## src/rtl/slave_reg_arbiter_pkg.sv

```systemverilog
// ============================================================================
// Module      : slave_reg_arbiter_pkg
// Description : Shared encodings for the I2C register-bank arbiter.
// Revision    : 1.0 - initial release
// ============================================================================
`default_nettype none

package slave_reg_arbiter_pkg;

  typedef enum logic [1:0] {
    ST_IDLE = 2'd0,
    ST_PTR  = 2'd1,
    ST_WR   = 2'd2,
    ST_RD   = 2'd3
  } i2c_state_t;

  typedef enum logic {
    GNT_HOST = 1'b0,
    GNT_I2C  = 1'b1
  } grant_t;

  localparam logic [7:0] ZERO8       = 8'h00;
  localparam logic [7:0] DEF_CHIP_ID = 8'hA5;

endpackage

`default_nettype wire

```

## src/rtl/slave_reg_arbiter_rise_detect.sv

```systemverilog
// ============================================================================
// Module      : slave_reg_arbiter_rise_detect
// Description : Rising-edge detector on a level input, one-flop history.
// Revision    : 1.0 - initial release
// ============================================================================
`default_nettype none

module slave_reg_arbiter_rise_detect (
  input  logic clk,
  input  logic rst_n,
  input  logic i_sig,
  output logic o_rise
);

  logic r_last;

  always_ff @(posedge clk or negedge rst_n) begin
    if (!rst_n) r_last <= 1'b0;
    else        r_last <= i_sig;
  end

  assign o_rise = i_sig & ~r_last;

endmodule

`default_nettype wire

```

## src/rtl/slave_reg_arbiter.sv

```systemverilog
// ============================================================================
// Module      : slave_reg_arbiter
// Description : I2C slave pointer/data sequencer sharing a register bank
//               with a local host port through a fair one-access arbiter.
// Revision    : 1.0 - initial release
// ============================================================================
`default_nettype none

module slave_reg_arbiter
  import slave_reg_arbiter_pkg::*;
#(
  parameter int         REG_COUNT = 8,
  parameter logic [7:0] CHIP_ID   = DEF_CHIP_ID,
  localparam int        AW        = $clog2(REG_COUNT)
) (
  input  logic          clk,
  input  logic          reset,
  input  logic          start,
  input  logic          stop,
  input  logic [7:0]    datareceive,
  input  logic          received,
  output logic [7:0]    datasend,
  input  logic          sended,
  input  logic          host_req,
  input  logic          host_we,
  input  logic [AW-1:0] host_addr,
  input  logic [7:0]    host_wdata,
  output logic [7:0]    host_rdata,
  output logic          host_ack,
  output logic          ptr_err
);

  logic w_rx_ev;
  logic w_tx_ev;

  slave_reg_arbiter_rise_detect u_rx_rise (
    .clk   (clk),
    .rst_n (reset),
    .i_sig (received),
    .o_rise(w_rx_ev)
  );

  slave_reg_arbiter_rise_detect u_tx_rise (
    .clk   (clk),
    .rst_n (reset),
    .i_sig (sended),
    .o_rise(w_tx_ev)
  );

  i2c_state_t    r_state;
  logic [AW-1:0] r_ptr;
  logic          r_ptr_err;
  logic          r_pend;
  logic          r_pend_we;
  logic [AW-1:0] r_pend_idx;
  logic [7:0]    r_pend_data;
  grant_t        r_last_grant;
  logic [7:0]    r_bank [REG_COUNT];
  logic [7:0]    r_datasend;
  logic [7:0]    r_host_rdata;
  logic          r_host_ack;

  logic [AW-1:0] w_ptr_inc;
  logic          w_pend_live;
  logic          w_host_live;
  logic          w_contend;
  logic          w_gnt_i2c;
  logic          w_gnt_host;
  logic [7:0]    w_i2c_rdata;
  logic [7:0]    w_host_rdata;

  assign w_ptr_inc = r_ptr + AW'(1);

  // A stop kills a queued fetch in the same cycle; a queued write survives it.
  assign w_pend_live = r_pend & ~(stop & ~r_pend_we);
  assign w_host_live = host_req & ~r_host_ack;
  assign w_contend   = w_pend_live & w_host_live;
  assign w_gnt_i2c   = w_pend_live & (~w_host_live | (r_last_grant == GNT_HOST));
  assign w_gnt_host  = w_host_live & (~w_pend_live | (r_last_grant == GNT_I2C));

  assign w_i2c_rdata  = (r_pend_idx == '0) ? CHIP_ID : r_bank[r_pend_idx];
  assign w_host_rdata = (host_addr  == '0) ? CHIP_ID : r_bank[host_addr];

  always_ff @(posedge clk or negedge reset) begin
    if (!reset) begin
      r_state     <= ST_IDLE;
      r_ptr       <= '0;
      r_ptr_err   <= 1'b0;
      r_pend      <= 1'b0;
      r_pend_we   <= 1'b0;
      r_pend_idx  <= '0;
      r_pend_data <= ZERO8;
    end else begin
      if (w_gnt_i2c || (stop && !r_pend_we)) r_pend <= 1'b0;

      // Later queue assignments override the clear above.
      if (start) begin
        r_state   <= ST_PTR;
        r_ptr_err <= 1'b0;
      end else if (stop) begin
        r_state <= ST_IDLE;
      end else begin
        case (r_state)
          ST_IDLE: ;
          ST_PTR: begin
            if (w_rx_ev) begin
              r_ptr      <= datareceive[AW-1:0];
              r_ptr_err  <= (datareceive >= 8'(REG_COUNT));
              r_pend     <= 1'b1;
              r_pend_we  <= 1'b0;
              r_pend_idx <= datareceive[AW-1:0];
              r_state    <= ST_WR;
            end else if (w_tx_ev) begin
              r_pend     <= 1'b1;
              r_pend_we  <= 1'b0;
              r_pend_idx <= r_ptr;
              r_state    <= ST_RD;
            end
          end
          ST_WR, ST_RD: begin
            if (w_rx_ev && (r_state == ST_WR)) begin
              if (!r_ptr_err) begin
                r_pend      <= 1'b1;
                r_pend_we   <= 1'b1;
                r_pend_idx  <= r_ptr;
                r_pend_data <= datareceive;
              end
              r_ptr <= w_ptr_inc;
            end else if (w_tx_ev) begin
              r_ptr      <= w_ptr_inc;
              r_pend     <= 1'b1;
              r_pend_we  <= 1'b0;
              r_pend_idx <= w_ptr_inc;
              r_state    <= ST_RD;
            end
          end
          default: r_state <= ST_IDLE;
        endcase
      end
    end
  end

  always_ff @(posedge clk or negedge reset) begin
    if (!reset) begin
      r_datasend   <= ZERO8;
      r_host_rdata <= ZERO8;
      r_host_ack   <= 1'b0;
      r_last_grant <= GNT_HOST;
      for (int i = 0; i < REG_COUNT; i++) r_bank[i] <= ZERO8;
    end else begin
      r_host_ack <= w_gnt_host;
      if (w_contend) r_last_grant <= w_gnt_host ? GNT_HOST : GNT_I2C;

      if (w_gnt_i2c) begin
        if (r_pend_we) begin
          if (r_pend_idx != '0) r_bank[r_pend_idx] <= r_pend_data;
        end else begin
          r_datasend <= w_i2c_rdata;
        end
      end

      if (w_gnt_host) begin
        if (host_we) begin
          if (host_addr != '0) r_bank[host_addr] <= host_wdata;
        end else begin
          r_host_rdata <= w_host_rdata;
        end
      end
    end
  end

  assign datasend   = r_datasend;
  assign host_rdata = r_host_rdata;
  assign host_ack   = r_host_ack;
  assign ptr_err    = r_ptr_err;

endmodule

`default_nettype wire

```

## config.mk

```make
export PLATFORM = sky130hd
export DESIGN_NAME = slave_reg_arbiter
export DESIGN_NICKNAME = d
export VERILOG_FILES = /design/src/rtl/slave_reg_arbiter_pkg.sv /design/src/rtl/slave_reg_arbiter_rise_detect.sv /design/src/rtl/slave_reg_arbiter.sv
export SDC_FILE = /design/constraint.sdc
export NUM_CORES = 1
export LEC_CHECK = 0
export CORE_MARGIN = 2
export CORE_UTILIZATION = 32
export CTS_CLUSTER_DIAMETER = 40
export DETAILED_ROUTE_END_ITERATION = 8
export PLACE_DENSITY = 0.55
export SYNTH_ARGS = -nofsm -noshare
export SYNTH_HDL_FRONTEND = slang
export SYNTH_SLANG_ARGS = --single-unit
```

## constraint.sdc

```tcl
create_clock -name clk -period 3.5 [get_ports clk]
set_input_delay 0.7 -clock clk [delete_from_list [all_inputs] [get_ports clk]]
set_output_delay 0.7 -clock clk [all_outputs]
set_load 0.01 [all_outputs]
```

== Word level (Yosys, flattened, before mapping) ==
Cells that the tools add are included.
Operators by class
  add/sub/neg operators: 1
  $lt $le $gt $ge: 5
  equal/unequal tests: 9
  multiplexer cells: 53
  bitwise logic cells: 24
  reduce and logical (&&, ||, !) cells: 23
Operators with widths (number)
  2-to-1 mux 64 bit: 6
  bitwise mux 64 bit: 2
  2-to-1 mux 8 bit: 8
  binary-select mux 8 bit (select 3 bit): 2
  demux 8 bit (select 3 bit): 2
  2-to-1 mux 3 bit: 7
  2-to-1 mux 1 bit: 16
  inverter 1 bit: 12
  one-hot mux 3 bit (2 select lines): 2
  2-to-1 mux 2 bit: 5
  AND reduction 5 bit: 2
  AND 1 bit: 8
  >= comparator 4 bit, second input constant: 2
  >= comparator 8 x 4 -> 1 bit, second input constant: 1
  less-than comparator 4 x 1 -> 1 bit, second input constant: 2
  inverter 3 -> 4 bit: 2
  zero test 3 bit: 2
  inequality test 3 x 2 -> 1 bit, second input constant: 2
  AND reduction 2 bit: 3
  AND reduction 6 bit: 1
  nonzero test 2 bit: 3
  nonzero test 3 bit: 2
  equality test 2 bit, second input constant: 2
  logical AND 1 bit: 4
  other kinds (14): 17
Storage, ports and cells
  register bits after elaboration: 103
  bits of input ports: 27
  output and inout bits: 18
  word-level logic and storage cells: 136

== Longest topological paths before layout ==
  depth after elaboration: 13
  depth in mapped cells: 7
  depth with buffers taken out: 5

== By module ==
A second synthesis with hierarchy kept.
Second synthesis, totals
  cells, all modules: 592
  area, all modules: 5439.0 µm²
By module, submodules not included
  slave_reg_arbiter: times used 1, cells an instance 588, area an instance 5361.4 µm², seq. area each 2327.2 µm²
  slave_reg_arbiter_rise_detect: times used 2, cells an instance 2, area an instance 38.8 µm², seq. area each 25.0 µm²

== Worst setup path after synthesis ==
OpenSTA, ideal clock, no wires.
  path type: input -> register
  start point: in host_addr[1]
  end point: reg r_host_rdata[7] (netlist: host_rdata[7])
  library setup time: 0.127 ns
  arrival time: 1.877 ns
  required time: 3.373 ns
  slack: 1.497 ns
  stages on the path: 6
  path buffers: 3
  cells stage by stage: buf_4 -> buf_2 -> buf_1 -> mux4_2 -> a21oi_1 -> a21oi_1
On the way
  word-level cells in the longest chain between the ends: 5
  elaborated cells on any way between the ends: 6
  those cells by class: 4 x mux; 1 x bitwise; 1 x reduce/logical
Ends and longest elaborated chain
  start, declared: RTL line slave_reg_arbiter.sv:26  | input logic [AW-1:0] host_addr,
  inverter 3 -> 4 bit (implied by the code): RTL line slave_reg_arbiter.sv:82  | assign w_host_rdata = (host_addr == '0) ? CHIP_ID : r_bank[host_addr];
  binary-select mux 8 bit (select 3 bit): RTL line slave_reg_arbiter.sv:82
  2-to-1 mux 8 bit (implied by the code) (2 in a row): RTL line slave_reg_arbiter.sv:82
  2-to-1 mux 8 bit *: RTL line slave_reg_arbiter.sv:82
  end signal, assigned: RTL line slave_reg_arbiter.sv:166  | r_host_rdata <= w_host_rdata;
  end, declared: RTL line slave_reg_arbiter.sv:60  | logic [7:0] r_host_rdata;
Mark *: on every way between the ends. The rest lies on a longest branch, timed or not. The select of a mux whose other input is x is not followed.
A chain may end at the register's enable or synchronous reset.

== Final worst setup path ==
  start point: in host_addr[0]
  end point: reg r_bank[47] in the netlist's numbering
On the way
  word-level cells in the longest chain between the ends: 9
  elaborated cells on any way between the ends: 11
  those cells by class: 2 x order compare; 6 x mux; 1 x bitwise; 2 x reduce/logical
Ends and longest elaborated chain
  inverter 3 -> 4 bit (implied by the code): RTL line slave_reg_arbiter.sv:164  | if (host_addr != '0) r_bank[host_addr] <= host_wdata;
  >= comparator 4 bit (implied by the code) / less-than comparator 4 x 1 -> 1 bit (equally long branches): RTL line slave_reg_arbiter.sv:164
  logical AND 1 bit (implied by the code): RTL line slave_reg_arbiter.sv:164
  2-to-1 mux 8 bit (implied by the code): RTL line slave_reg_arbiter.sv:164
  demux 8 bit (select 3 bit): RTL line slave_reg_arbiter.sv:164
  bitwise mux 64 bit: RTL line slave_reg_arbiter.sv:164
  2-to-1 mux 64 bit *: RTL line slave_reg_arbiter.sv:164
  2-to-1 mux 64 bit *: RTL line slave_reg_arbiter.sv:163  | if (host_we) begin
  2-to-1 mux 64 bit *: RTL line slave_reg_arbiter.sv:162  | if (w_gnt_host) begin
  end signal, assigned by index: RTL line slave_reg_arbiter.sv:156  | if (r_pend_idx != '0) r_bank[r_pend_idx] <= r_pend_data;
  end signal, assigned by index: RTL line slave_reg_arbiter.sv:164
  end, declared: RTL line slave_reg_arbiter.sv:58  | logic [7:0] r_bank [REG_COUNT];
Mark *: on every way between the ends. The rest lies on a longest branch, timed or not.

==> results.json <==
{
  "grt_antenna_before_repair": 0,
  "vias_per_cell": 5.72,
  "gr-total-overflow": 0,
  "regArea_mm2": 0.00238,
  "avgSynthCellArea_um2": 9.55,
  "ys_ff_latch": 95,
  "critPathKind": "input port to register",
  "maxCapViolCount": 0,
  "synthXorXnorAreaFrac_pct": 0.321,
  "cts-htree-levels": 3,
  "ant_nets": 0,
  "finalCriticalPeriod_ps": 2690,
  "area_delta_synth_final_pct": 19.4,
  "yosys-top-cells-area": "dfrtp_1, a21oi_1, nand2_1",
  "crit_family": "compound AO/OA/AOI/OAI gates",
  "clk_latency_ps": 360,
  "final_hold_viol_count": 0,
  "core_mm2": 0.0166,
  "final_area_mm2": 0.00651,
  "p_seq_share_pct": 41.9,
  "start_util_pct": 32.8,
  "holdWs_ps": 428,
  "synth_top_area_share_pct": 43.6,
  "intPower_w": 0.00277,
  "vias": 4778,
  "grt_pass1_vias": 4613,
  "syn_inst": 571,
  "peakVddDrop_mv": 0.248,
  "switching_share_pct": 33.7,
  "ys_top_cells_by_count": "dfrtp_1, nand2_1, a21oi_1, nor2_1, mux2i_1",
  "fillers": 1636,
  "max_stage_delay_ps": 810,
  "die_h_um": 135,
  "crit_required_ps": 3780,
  "gp_congestion": 0.886,
  "finalClockSkew_ps": 6.87,
  "final_util_pct": 39.1,
  "pwr_density_cell_mw_per_mm2": 640,
  "die_area_mm2": 0.0181,
  "grt_setup_unrepaired": "no",
  "finalCritPeriodShare_pct": 76.9,
  "yosysWarnings": 0,
  "ios": 45,
  "port_buffers": 44,
  "p_clk_share_pct": 26.4,
  "setup_tns_ps": 0,
  "async_reset_ff_share_pct": 100,
  "max_freq_ghz": 0.372,
  "firstDrtPassIters": 5,
  "grt_max_degree": 61,
  "tightest_slew_ps": 833,
  "p_sw_w": 0.00140,
  "crit_arrival_ps": 2970,
  "fp-row-count": 47,
  "synth_compound_area_share_pct": 20.0,
  "slowest_stage": "a2111oi_4",
  "synthAdderAreaFrac_pct": 0.229,
  "antennaDiodeCount": 0,
  "setup_viol": 0,
  "groute.usage.overall_pct": 19.7,
  "dp_hpwl_um": 11900,
  "synthFlopType": "dfrtp_1",
  "wl_per_cell_um": 20.4,
  "setup.worst_path.start_class": "input port",
  "grt_pass1_wl_um": 27000,
  "p_comb_share_pct": 31.8,
  "die_x_um": 135,
  "slew_viol_final": 0,
  "status": "completed",
  "syn_nets": 599,
  "synthesis.area_mm2": 0.00546,
  "path_buf_inv": 1,
  "layout.cells.non_filler": 835,
  "nets": 638,
  "min_path_type": "input port to async pin",
  "cts_buffer_depth": 2,
  "ys_seq_area_share_pct": 43.6,
  "numCtsBuffers": 9,
  "synth_top_family_by_area": "compound AO/OA/AOI/OAI gates",
  "wl_um": 17100,
  "max_slew_margin_pct": 44.5,
  "ctsHoldBuffers": 0,
  "critPathMaxFanout": 13,
  "clock_tree.root_cell": "clkbuf_16",
  "cp_cell_sequence": "clkdlybuf4s50_1 > nand4bb_1 > a2111oi_4 > a21oi_1 > a2bb2oi_1",
  "clkSinkCount": 95,
  "drc": 0,
  "leakagePower_nw": 2.67,
  "critPathCaptureType": "register",
  "synth_mux_area_share_pct": 14.8,
  "clk_pin_slew_ps": 70,
  "cts_tree": "yes",
  "synth_edf_count": 0,
  "place_inst": 819,
  "synth_area_leader_cell": "dfrtp_1",
  "yosys.area_share.simple_pct": 17.5,
  "synth_cell_types": 48,
  "drt_iter0_drc": 470,
  "cts_setup_buffers": 0,
  "multiInputGateArea_mm2": 0.00288,
  "post_dp_cell_area_mm2": 0.00619,
  "drive_above_1_share_pct": 14.3,
  "post-synth-top-count-cell": "dfrtp_1",
  "post_cts_resized": 0
}
==> worst reg2reg max path, cell delays in order, from the launching register on <==
cell and delay [ps]:
dfrtp_1 470, nand2b_1 390, a21oi_1 390, nand3_1 490, a2bb2oi_1 280
==> sequential cells by signal (all words and copies together), names as in the netlist <==
name and flops:
datasend 8, r_pend_data 8, r_state 2, u_rx_rise.r_last 1, r_bank 56, ptr_err 1, r_pend_we 1, r_ptr 3
r_pend_idx 3, r_pend 1, u_tx_rise.r_last 1, host_rdata 8, host_ack 1, r_last_grant 1
==> layout make-up <==
class | count | area share (%)
Clock inverter | 3 | 0.999
Timing Repair Buffer | 68 | 9.68
Inverter | 6 | 0.346
Tap cell | 220 | 4.23
Multi-Input combinational cell | 430 | 44.2
Clock buffer | 13 | 4.00
Sequential cell | 95 | 36.5
==> path summary, 6_finish.rpt <==
kind / startpoint / to / slack (ps) / depth (start not counted)
worst min register to register: datasend[4]$_DFFE_PN0P_ / datasend[4]$_DFFE_PN0P_ / 480 / 2
min in group clk: datasend[4]$_DFFE_PN0P_ / datasend[4]$_DFFE_PN0P_ / 480 / 2
worst max-delay path: host_addr[0] / r_bank[47]$_DFF_PN0_ / 810 / 5
worst min-delay path: reset / r_pend_data[4]$_DFFE_PN0P_ / 430 / 1
max in group asynchronous: reset / r_bank[32]$_DFF_PN0_ / 2380 / 2
worst max register to register: r_pend_we$_DFFE_PN0P_ / r_bank[42]$_DFF_PN0_ / 1360 / 4
==> power groups by stage <==
stage	combinational, W	clock, W	sequential (W)
after floorplan	0.000922	0	0.00163
after global placement	0.00130	0	0.00174
after detailed placement	0.00133	0	0.00175
after CTS	0.00133	0.00112	0.00174
after global routing	0.00146	0.00118	0.00179
final	0.00132	0.00110	0.00175
==> cells by family (layout without fill, tap and decap cells) <==
kind of cell / Yosys count / count (layout)
compound gates: 165 / 165
simple gates: 199 / 199
mux: 63 / 63
flops: 95 / 95
xor+xnor: 2 / 2
buf+inv: 46 / 90
fa+ha+maj: 1 / 1
==> layer usage <==
metal / vias to the layer above / global-route usage, % / wire (µm)
met3: 37 / 3.87 / 1040
met1: 2380 / 27.3 / 7640
met2: 188 / 30.4 / 7880
li1: 2173 / - / -
met5: - / 0 / 0
met4: 0 / 8.30 / 497
==> placed cells by master, fill, tap and decap left out, types with 2 or more instances in the layout <==
cell type and instances:
mux2i_1 28, a31oi_1 17, o21ai_0 8, nor2_1 60
clkbuf_1 2, inv_1 6, clkdlybuf4s50_1 43, a2bb2oi_1 16
nor2b_1 10, mux2_2 23, and3_1 4, clkbuf_8 2
nand2b_1 6, nand3b_1 4, o221ai_1 2, and3b_1 3
o211ai_1 3, a22oi_1 4, or3_1 5, nor3b_1 8
a221oi_1 8, nand4_1 2, a211oi_1 13, dfrtp_1 95
bufinv_16 2, nand2_1 77, a21oi_1 74, a211o_1 3
nor3_1 6, nand4bb_1 3, clkbuf_16 9, mux4_2 12
a21oi_2 8, nand3_1 6, o31ai_1 4, buf_4 24
==> per-stage QoR <==
step	total power (W)	setup WS, ps
2_1_floorplan	0.00255	1500
3_3_place_gp	0.00305	561
3_5_place_dp	0.00308	488
4_1_cts	0.00420	879
5_1_grt	0.00443	668
6_report	0.00417	809
Power figures use the tool's default switching activity.
